File: config.mk
export PLATFORM = sky130hd
export DESIGN_NAME = laser_packet_rx
export DESIGN_NICKNAME = d
export VERILOG_FILES = /design/src/rtl/laser_packet_rx.sv
export SDC_FILE = /design/constraint.sdc
export NUM_CORES = 1
export LEC_CHECK = 0
export ABC_AREA = 0
export CAP_MARGIN = 30
export CORE_MARGIN = 3
export CORE_UTILIZATION = 50
export CTS_BUF_LIST = sky130_fd_sc_hd__clkbuf_4 sky130_fd_sc_hd__clkbuf_8
export DETAILED_ROUTE_END_ITERATION = 7
export GPL_TIMING_DRIVEN = 1
export PLACE_DENSITY = 0.75
export SYNTH_ARGS = -nofsm -noshare
export SYNTH_HDL_FRONTEND = slang
export SYNTH_SLANG_ARGS = --single-unit
File: constraint.sdc
create_clock -name clk -period 3.05 [get_ports clk]
set_input_delay 0.305 -clock clk [delete_from_list [all_inputs] [get_ports clk]]
set_output_delay 0.305 -clock clk [all_outputs]
set_load 0.005 [all_outputs]
File: src/rtl/laser_packet_rx.sv
`default_nettype none
// ============================================================================
//  Module   : laser_packet_rx
//  Purpose  : Optical-link frame receiver. Oversamples a photodiode line,
//             recovers one start bit, PKT_LENGTH data bits (LSB first) and
//             one stop bit, and publishes each correctly framed payload with a
//             one-cycle new_data strobe. Bad stop bits raise frame_err.
//  Revision : 1.0 - initial release
// ============================================================================
module laser_packet_rx #(
  parameter int CLK_PER_BIT = 13540,
  parameter int PKT_LENGTH  = 288
) (
  input  logic                  clk,
  input  logic                  rst_n,
  input  logic                  rx,
  output logic [PKT_LENGTH-1:0] data,
  output logic                  new_data,
  output logic                  frame_err,
  output logic                  busy
);

  localparam int CNT_W = $clog2(CLK_PER_BIT);
  localparam int IDX_W = $clog2(PKT_LENGTH + 1);

  // Counter compare points: mid start bit, then one full bit period apart.
  localparam logic [CNT_W-1:0] C_HALF_M1   = CNT_W'(CLK_PER_BIT / 2 - 1);
  localparam logic [CNT_W-1:0] C_FULL_M1   = CNT_W'(CLK_PER_BIT - 1);
  localparam logic [IDX_W-1:0] C_LAST_IDX  = IDX_W'(PKT_LENGTH - 1);
  localparam logic [CNT_W-1:0] C_CNT_ONE   = CNT_W'(1);
  localparam logic [IDX_W-1:0] C_IDX_ONE   = IDX_W'(1);

  typedef enum logic [2:0] {
    IDLE      = 3'd0,
    START     = 3'd1,
    DATA      = 3'd2,
    STOP      = 3'd3,
    WAIT_IDLE = 3'd4
  } state_t;

  state_t                  state_q, state_d;
  logic [1:0]              sync_q, sync_d;
  logic [CNT_W-1:0]        cnt_q, cnt_d;
  logic [IDX_W-1:0]        idx_q, idx_d;
  logic [PKT_LENGTH-1:0]   shift_q, shift_d;
  logic [PKT_LENGTH-1:0]   data_q, data_d;
  logic                    new_data_q, new_data_d;
  logic                    frame_err_q, frame_err_d;
  logic                    rxs;

  // Two-flop synchronizer; rx is asynchronous to clk and idles high.
  assign sync_d = {sync_q[0], rx};
  assign rxs    = sync_q[1];

  // Register bank: all state, including synchronizer presets, under async reset.
  always_ff @(posedge clk or negedge rst_n) begin
    if (!rst_n) begin
      state_q     <= IDLE;
      sync_q      <= 2'b11;
      cnt_q       <= '0;
      idx_q       <= '0;
      shift_q     <= '0;
      data_q      <= '0;
      new_data_q  <= 1'b0;
      frame_err_q <= 1'b0;
    end else begin
      state_q     <= state_d;
      sync_q      <= sync_d;
      cnt_q       <= cnt_d;
      idx_q       <= idx_d;
      shift_q     <= shift_d;
      data_q      <= data_d;
      new_data_q  <= new_data_d;
      frame_err_q <= frame_err_d;
    end
  end

  // Next-state, bit timing and payload capture.
  always_comb begin
    state_d     = state_q;
    cnt_d       = cnt_q;
    idx_d       = idx_q;
    shift_d     = shift_q;
    data_d      = data_q;
    new_data_d  = 1'b0;
    frame_err_d = 1'b0;

    unique case (state_q)
      IDLE: begin
        cnt_d = '0;
        if (!rxs) begin
          state_d = START;
        end
      end

      START: begin
        if (cnt_q == C_HALF_M1) begin
          cnt_d = '0;
          if (!rxs) begin
            idx_d   = '0;
            state_d = DATA;
          end else begin
            // Line went back high before mid start bit: a glitch, not a frame.
            state_d = IDLE;
          end
        end else begin
          cnt_d = cnt_q + C_CNT_ONE;
        end
      end

      DATA: begin
        if (cnt_q == C_FULL_M1) begin
          cnt_d = '0;
          // Decoded write keeps the index width independent of PKT_LENGTH.
          for (int i = 0; i < PKT_LENGTH; i++) begin
            if (idx_q == IDX_W'(i)) begin
              shift_d[i] = rxs;
            end
          end
          if (idx_q == C_LAST_IDX) begin
            state_d = STOP;
          end else begin
            idx_d = idx_q + C_IDX_ONE;
          end
        end else begin
          cnt_d = cnt_q + C_CNT_ONE;
        end
      end

      STOP: begin
        if (cnt_q == C_FULL_M1) begin
          cnt_d = '0;
          if (rxs) begin
            data_d     = shift_q;
            new_data_d = 1'b1;
            state_d    = IDLE;
          end else begin
            frame_err_d = 1'b1;
            state_d     = WAIT_IDLE;
          end
        end else begin
          cnt_d = cnt_q + C_CNT_ONE;
        end
      end

      WAIT_IDLE: begin
        cnt_d = '0;
        // A line stuck low must not be mistaken for a new start bit.
        if (rxs) begin
          state_d = IDLE;
        end
      end

      default: begin
        state_d = IDLE;
        cnt_d   = '0;
      end
    endcase
  end

  assign data      = data_q;
  assign new_data  = new_data_q;
  assign frame_err = frame_err_q;
  assign busy      = (state_q != IDLE);

endmodule
`default_nettype wire

Word-level counts from Yosys, hierarchy flattened
Index checks and enable logic that the tools add are counted.

cells by class
  add/subtract/negate cells = 2
  multipliers = 0
  divide/modulo/power cells = 0
  magnitude comparators = 0
  equality and inequality tests = 301
  shift-type cells = 0
  muxes and demuxes = 23
  bitwise gates (word level) = 0
  reductions and logical operators = 296

operator list
  cell                                                   count
  equality test 9 x 8 -> 1 bit, second input constant    128
  AND reduction 3 bit                                    289
  equality test 9 x 7 -> 1 bit, second input constant    64
  equality test 9 x 6 -> 1 bit, second input constant    32
  equality test 9 bit, second input constant             32
  equality test 9 x 5 -> 1 bit, second input constant    16
  equality test 9 x 4 -> 1 bit, second input constant    8
  equality test 9 x 3 -> 1 bit, second input constant    4
  2-to-1 mux 9 bit                                       4
  2-to-1 mux 14 bit                                      2
  one-hot mux 14 bit (2 select lines)                    1
  2-to-1 mux 3 bit                                       7
  equality test 9 x 2 -> 1 bit, second input constant    2
  one-hot mux 9 bit (2 select lines)                     1
  inequality test 2 bit, second input constant           8
  one-hot mux 3 bit (5 select lines)                     1
  adder 14 x 1 -> 14 bit, second input constant          1
  equality test 14 x 13 -> 1 bit, second input constant  1
  equality test 14 bit, second input constant            1
  adder 9 x 1 -> 9 bit, second input constant            1
  equality test 9 x 1 -> 1 bit, second input constant    1
  logical NOT 9 bit                                      1
  equality test 3 x 2 -> 1 bit, second input constant    2
  2-to-1 mux 1 bit                                       6
  9 further kinds                                        9

word-level totals
  bits in registers = 606
  bits in latches = 0
  memory bits (writable) = 0
  bits in read-only memories = 0
  bits of input ports = 3
  output and inout bits = 291
  word-level logic and storage cells = 917
  memories = 0

Logic depth before layout (Yosys ltp)
Gate-level depths: netlist of the first run.

  depth in word-level cells = 4
  mapped depth = 10
  mapped depth without buffers = 7

Least setup slack after synthesis of the first run
OpenSTA, ideal clock, no wires.

  path type = register -> register
  from = reg cnt_q[0]
  to = reg data_q[176], in the netlist data[176]
  library setup time = 0.116 ns
  data arrival time = 1.989 ns
  data required time = 2.934 ns
  slack = 0.944 ns
  stages on the path, launching flop included = 11
  path buffers = 4
  clock period less this slack = 2.106 ns
  cell sequence = dfrtp_1 > ha_1 > clkbuf_2 > and4_1 > nand4b_1 > or3_1 > buf_2 > buf_6 > buf_4 > nand2_1 > nand2_1

on the way
  longest elaborated chain between the ends = 2

ends and longest elaborated chain
  item                                  RTL line  RTL
  start, declared                       43        logic [CNT_W-1:0] cnt_q, cnt_d;
  start signal, assigned                69        cnt_q <= cnt_d;
  equality test 14 bit                  131       if (cnt_q == C_FULL_M1) begin
  AND reduction 3 bit (no source line)  --
  end signal, assigned                  72        data_q <= data_d;
  end, declared                         46        logic [PKT_LENGTH-1:0] data_q, data_d;

No other way between the ends.
A chain may end at the register's enable or synchronous reset.

Final worst setup path of the first run
  from = reg cnt_q[0]
  to = reg shift_q[211]

on the way
  longest elaborated chain between the ends = 2

ends and longest elaborated chain
  item                                  RTL line  RTL
  equality test 14 bit                  112       if (cnt_q == C_FULL_M1) begin
  AND reduction 3 bit (no source line)  --
  end signal, assigned                  71        shift_q <= shift_d;
  end, declared                         45        logic [PKT_LENGTH-1:0] shift_q, shift_d;

No other way between the ends.

==> impl_metrics.ini, run 1 <==
[status]
outcome = finished clean

[synthesis]
seq_area_frac_synth_pct = 60.1
syn-cell-area_um2 = 25200
synth.distinct_cells = 49
synth_edf_count = 0
synth_area_per_cell_um2 = 10.3
syn_nets = 2458
synth_seq_cells = 606
synth_top_flop_cell = dfrtp_1
synthCells = 2448
ys.warnings.count = 0
async_reset_ff_share_pct = 100

[cells_and_area]
fin_nets = 2732
stdcell_area_um2 = 30900
layout-drive-gt1-share_pct = 17.8
syn2layout_area_growth_pct = 22.4
post-route-util_pct = 62.6
diodes = 0

[sta]
finalClockSkew_ns = 0.0286
slew_viol_final = 0
fin_crit_sh_pct = 93.5
setup_viol = 0
min_period_ns = 2.85
grt_setup_unrepaired = false
fin_tns_setup_ns = 0
tightest_slew_ns = 0.909
hold_viol = 0
clock.fmax_ghz = 0.351
setup_slack_ns = 0.197
slew-limit-headroom_pct = 39.4

[detailed_routing]
wl_um = 67800
drtIter0Drc = 1780
drc_errors = 0
viasPerCell = 5.45
postRouteAntennaNets = 0
drtPass1Iterations = 5
vias = 18900
wl_per_cell_um = 19.6

[place]
place.gp.congestion = 0.831
post_dp_cell_area_um2 = 28700
hpwl_um = 43900
io_buffer_count = 293
place_ws_ns = 0.344

[setup_path]
critPathMaxFanout = 65
worst_ep_arrival_time_ns = 3.42
crit_required_ns = 3.61
worstReg2RegStart = cnt_q[0]$_DFF_PN0_
critPathLaunchType = flip-flop
critPathCaptureType = flip-flop
startpoint = cnt_q[0]$_DFF_PN0_
criticalPathCategory = flip-flop to flip-flop

[worst_hold_path]
hp-class = input port to flip-flop
min-delay-start = rx

[power]
p_leak_uw = 0.0153
vdd_drop_max_mv = 0.393
power.density_nw_per_um2 = 510

[cts]
clk_pin_slew_worst_paths_ns = 0.06
cts-resized-gates = 0
root_buffer = clkbuf_8
numCtsBuffers = 96
cts_setup_buffers = 0
cts_tree = built
cts.path.max_buffers = 3
cts.sinks = 606
holdBufCountCts = 1
htreeDepth = 3
clk-insertion-delay-late_ns = 0.69

[die]
chipWidth_um = 231
initial_core_util_pct = 51.1
pin_count = 294
dieArea_um2 = 53200
die-height_um = 231
core_area_um2 = 49400
num_rows = 81

[grt]
grt_pass1_wl_um = 108000
grt.overflow.total = 0
antenna_found_initial = 1
grt_max_degree = 126
track_usage_pct = 25.6
grt_pass1_vias = 19200

[run]
maxCapViolations = 0
[cells by family (layout without fill, tap and decap cells)]
group | count (synthesis) | after routing | share of synthesized area, %
compound gates | 83 | 83 | 2.07
xor+xnor | 12 | 12 | 0.417
flops | 606 | 606 | 60.1
buf+inv | 193 | 541 | 3.99
mux | 260 | 260 | 11.6
simple gates | 1287 | 1287 | 21.4
fa+ha+maj | 7 | 7 | 0.347
[final cells by class]
cell class | instances | area (µm²)
Tap cell | 664 | 831
Sequential cell | 606 | 15200
Inverter | 6 | 22.5
Multi-Input combinational cell | 1649 | 9060
Clock buffer | 148 | 1870
Timing Repair Buffer | 363 | 3690
Fill cell | 3954 | 18500
Clock inverter | 24 | 243
[cells in the mapped netlist, types with 4 or more instances]
cell,n,share of area (%)
buf_2,64,1.3
xor2_1,11,0.38
nor2b_1,6,0.15
o21ai_1,19,0.38
a21oi_1,5,0.099
nand4_1,11,0.27
o31ai_1,31,0.92
o21ai_0,18,0.36
nor2_1,45,0.67
clkbuf_1,91,1.4
inv_1,6,0.089
nor3_1,199,3.9
buf_6,25,1.1
nand3_1,96,1.9
dfrtp_1,604,60
nand2_1,899,13
and3_1,4,0.099
mux2_1,14,0.62
ha_1,7,0.35
mux2_2,245,11
[layout by cell type (no fill, tap or decap), types with 31 or more instances in the layout]
| master | count |
|---|---|
| nor2_1 | 45 |
| nand2_1 | 899 |
| clkdlybuf4s50_1 | 292 |
| dfrtp_1 | 604 |
| nand3_1 | 96 |
| mux2_2 | 245 |
| o31ai_1 | 31 |
| nor3_1 | 198 |
| buf_4 | 52 |
| clkbuf_8 | 121 |
[metal layers]
layer  part of all wire (%)  GRT usage [%]  up-vias
li1                       -              -     8617
met1                     42           35.2     9505
met2                     49           41.9      642
met3                    6.5           4.54       94
met4                    2.3           8.04        0
met5                      0              0        -
[worst max-delay path: stages (launching register included)]
cell and delay, ns:
dfrtp_1 0.39, ha_1 0.32, and4_1 0.28, nand4b_1 0.39, buf_12 0.36, buf_4 0.25, nor3_1 0.32, mux2_2 0.40
[sequential cells by signal (all words and copies together), names as in the netlist]
signal     flops
data         288
shift_q      288
cnt_q         14
idx_q          9
state_q        3
sync_q         2
frame_err      1
new_data       1
[power breakdown]
part           leakage (µW)  switching, µW  internal, µW
logic               0.00571            212          30.0
clock network       0.00113           3200          4250
registers           0.00845           1.74          8040
total                0.0153           3410         12300
[final timing paths]
kind,to,depth (start not counted),slack (ns)
worst min-delay path,sync_q[0]$_DFF_PN1_,1,0.10
worst max-delay path,shift_q[211]$_DFFE_PN0P_,7,0.20
max in group asynchronous,data[255]$_DFFE_PN0P_,3,1.80
worst max register to register,shift_q[211]$_DFFE_PN0P_,7,0.20
min in group asynchronous,data[25]$_DFFE_PN0P_,2,0.20
worst min register to register,sync_q[1]$_DFF_PN1_,0,0.37
[stage by stage]
| step | total power (µW) | hold WS [ns] | instances |
|---|---|---|---|
| floorplan | 8240 | 0.00941 | 2448 |
| global placement | 8440 | 0.317 | 3286 |
| detailed placement | 8440 | 0.318 | 3286 |
| CTS | 15900 | 0.0446 | 3459 |
| global route | 16300 | 0.0684 | 3460 |
| finish | 15700 | 0.103 | 3460 |
No activity file was read; power rests on OpenSTA's default activity.
==> inputs of run 2 (changes only) <==
--- a/config.mk
+++ b/config.mk
@@ -6,7 +6,7 @@
 export NUM_CORES = 1
 export LEC_CHECK = 0
 export ABC_AREA = 0
-export CAP_MARGIN = 30
+export CAP_MARGIN = 20
 export CORE_MARGIN = 3
 export CORE_UTILIZATION = 50
 export CTS_BUF_LIST = sky130_fd_sc_hd__clkbuf_4 sky130_fd_sc_hd__clkbuf_8
==> run 2 against run 1 <==
Critical path depth did not move. First-iteration DRC count fell by 2.6%. Sequential power barely moved. Clock power barely moved. Die area did not move. Via count rose by 0.37%. Routed wire length rose by 0.17%. Highest routed layer unchanged.
==> impl_metrics.ini, run 2 (synthesis gave the netlist of run 1 again) <==
[setup_path]
cpPeakStageDelay_ns = 0.39
critPathMaxFanout = 65
worstPathCellList = ha_1 -> and4_1 -> nand4b_1 -> buf_12 -> buf_4 -> nor3_1 -> mux2_2
slowest_stage = dfrtp_1
critPathCaptureType = flip-flop
cp_top_family = simple AND/OR/NAND/NOR gates
criticalPathCategory = flip-flop to flip-flop
path_buf_inv = 2
crit_required_ns = 3.61
critPathLaunchType = flip-flop
worst_ep_arrival_time_ns = 3.42

[sta]
slew_viol_final = 0
setup_viol = 0
min_period_ns = 2.86
hold_viol = 0
fin_crit_sh_pct = 93.7
finalClockSkew_ns = 0.0297
tightest_slew_ns = 1.02
clock.fmax_ghz = 0.350
slew-limit-headroom_pct = 31.8
grt_setup_unrepaired = false
setup_slack_ns = 0.193
fin_tns_setup_ns = 0

[die]
pin_count = 294
chipWidth_um = 231
die-height_um = 231
num_rows = 81
core_area_um2 = 49400
dieArea_um2 = 53200
initial_core_util_pct = 51.1

[cts]
numCtsBuffers = 96
cts.path.max_buffers = 3
cts.sinks = 606
cts_setup_buffers = 0
clk-insertion-delay-late_ns = 0.69
root_buffer = clkbuf_8
cts_tree = built
clk_pin_slew_worst_paths_ns = 0.06
htreeDepth = 3

[place]
io_buffer_count = 293
post_dp_cell_area_um2 = 28700
place.gp.congestion = 0.831
hpwl_um = 43900
place_ws_ns = 0.344

[power]
p_leak_uw = 0.0153
power_uw = 15700
vdd_drop_max_mv = 0.393
power.density_nw_per_um2 = 510

[detailed_routing]
drtIter0Drc = 1734
postRouteAntennaNets = 0
drtPass1Iterations = 5
wl_um = 67900
vias = 18900
drc_errors = 0
viasPerCell = 5.47
wl_per_cell_um = 19.6

[grt]
grt_max_degree = 126
antenna_found_initial = 1
grt_pass1_vias = 19200
track_usage_pct = 25.6
grt_pass1_wl_um = 108000
grt.overflow.total = 0

[cells_and_area]
mostFrequentLayoutCells = nand2_1 (899), dfrtp_1 (604), clkdlybuf4s50_1 (292)
layout-drive-gt1-share_pct = 17.8
post-route-util_pct = 62.5
fin_nets = 2731
syn2layout_area_growth_pct = 22.3
diodes = 0
final_common_cell = nand2_1
stdcell_area_um2 = 30900

[status]
outcome = finished clean

[run]
maxCapViolations = 0

[worst_hold_path]
hp-class = input port to flip-flop
## run 2: changes by cell type in the layout (fill, tap and decap cells not counted)
cell,change
buf_16,-1
## run 2: stage by stage
| stage | instances | hold slack (ns) |
|---|---|---|
| finish | 3459 | 0.105 |
| global placement | 3286 | 0.317 |
| detailed placement | 3286 | 0.318 |
| global route | 3459 | 0.0684 |
| floorplan | 2448 | 0.00941 |
| CTS | 3459 | 0.0446 |
## run 2: layout make-up
type | instances | area, µm²
clock buffer | 148 | 1870
inverter | 6 | 22.5
clock inverter | 24 | 243
multi-input combinational | 1649 | 9060
timing repair buffer | 362 | 3660
sequential | 606 | 15200
fill | 3958 | 18500
tap | 664 | 831
## run 2: timing repair
item,in CTS,in global routing
hold endpoints to repair,47,0
gates resized for setup,0,0
hold buffers,1,0
## run 2: power breakdown
group | leakage, µW | switching [µW] | internal (µW)
clock network | 0.00113 | 3210 | 4250
registers | 0.00845 | 1.69 | 8040
logic | 0.00570 | 212 | 30.0
total | 0.0153 | 3420 | 12300
## run 2: metal layers
metal	GRT usage, %	share of wire (%)	wire [µm]	up-vias
met1	35.2	42	28700	9535
met5	0	0	0	-
met3	4.54	6.6	4480	109
li1	-	-	-	8625
met2	41.9	49	33100	659
met4	8.04	2.5	1680	0
## run 2: worst register-to-register path, cell delays in order (launching register included)
cell and delay [ns]:
dfrtp_1 0.39, ha_1 0.32, and4_1 0.28, nand4b_1 0.39
buf_12 0.36, buf_4 0.28, nor3_1 0.33, mux2_2 0.40
## run 2: worst paths after layout
kind	slack, ns	from	endpoint	cells after the start
max	0.19	cnt_q[0]$_DFF_PN0_	shift_q[211]$_DFFE_PN0P_	7
min	0.11	rx	sync_q[0]$_DFF_PN1_	1
max in group asynchronous	1.80	rst_n	data[255]$_DFFE_PN0P_	3
max reg2reg	0.19	cnt_q[0]$_DFF_PN0_	shift_q[211]$_DFFE_PN0P_	7
min reg2reg	0.37	sync_q[0]$_DFF_PN1_	sync_q[1]$_DFF_PN1_	0
min in group asynchronous	0.21	rst_n	shift_q[32]$_DFFE_PN0P_	2
==> inputs of run 3 (changes only) <==
==> constraint.sdc (replaced) <==
create_clock -name clk -period 3.05 [get_ports clk]
set_input_delay 0.305 -clock clk [delete_from_list [all_inputs] [get_ports clk]]
set_output_delay 0.305 -clock clk [all_outputs]
set_load 0.05 [all_outputs]
==> results of run 3 <==
The final DEF is identical to that of run 2; final timing and power are the same.
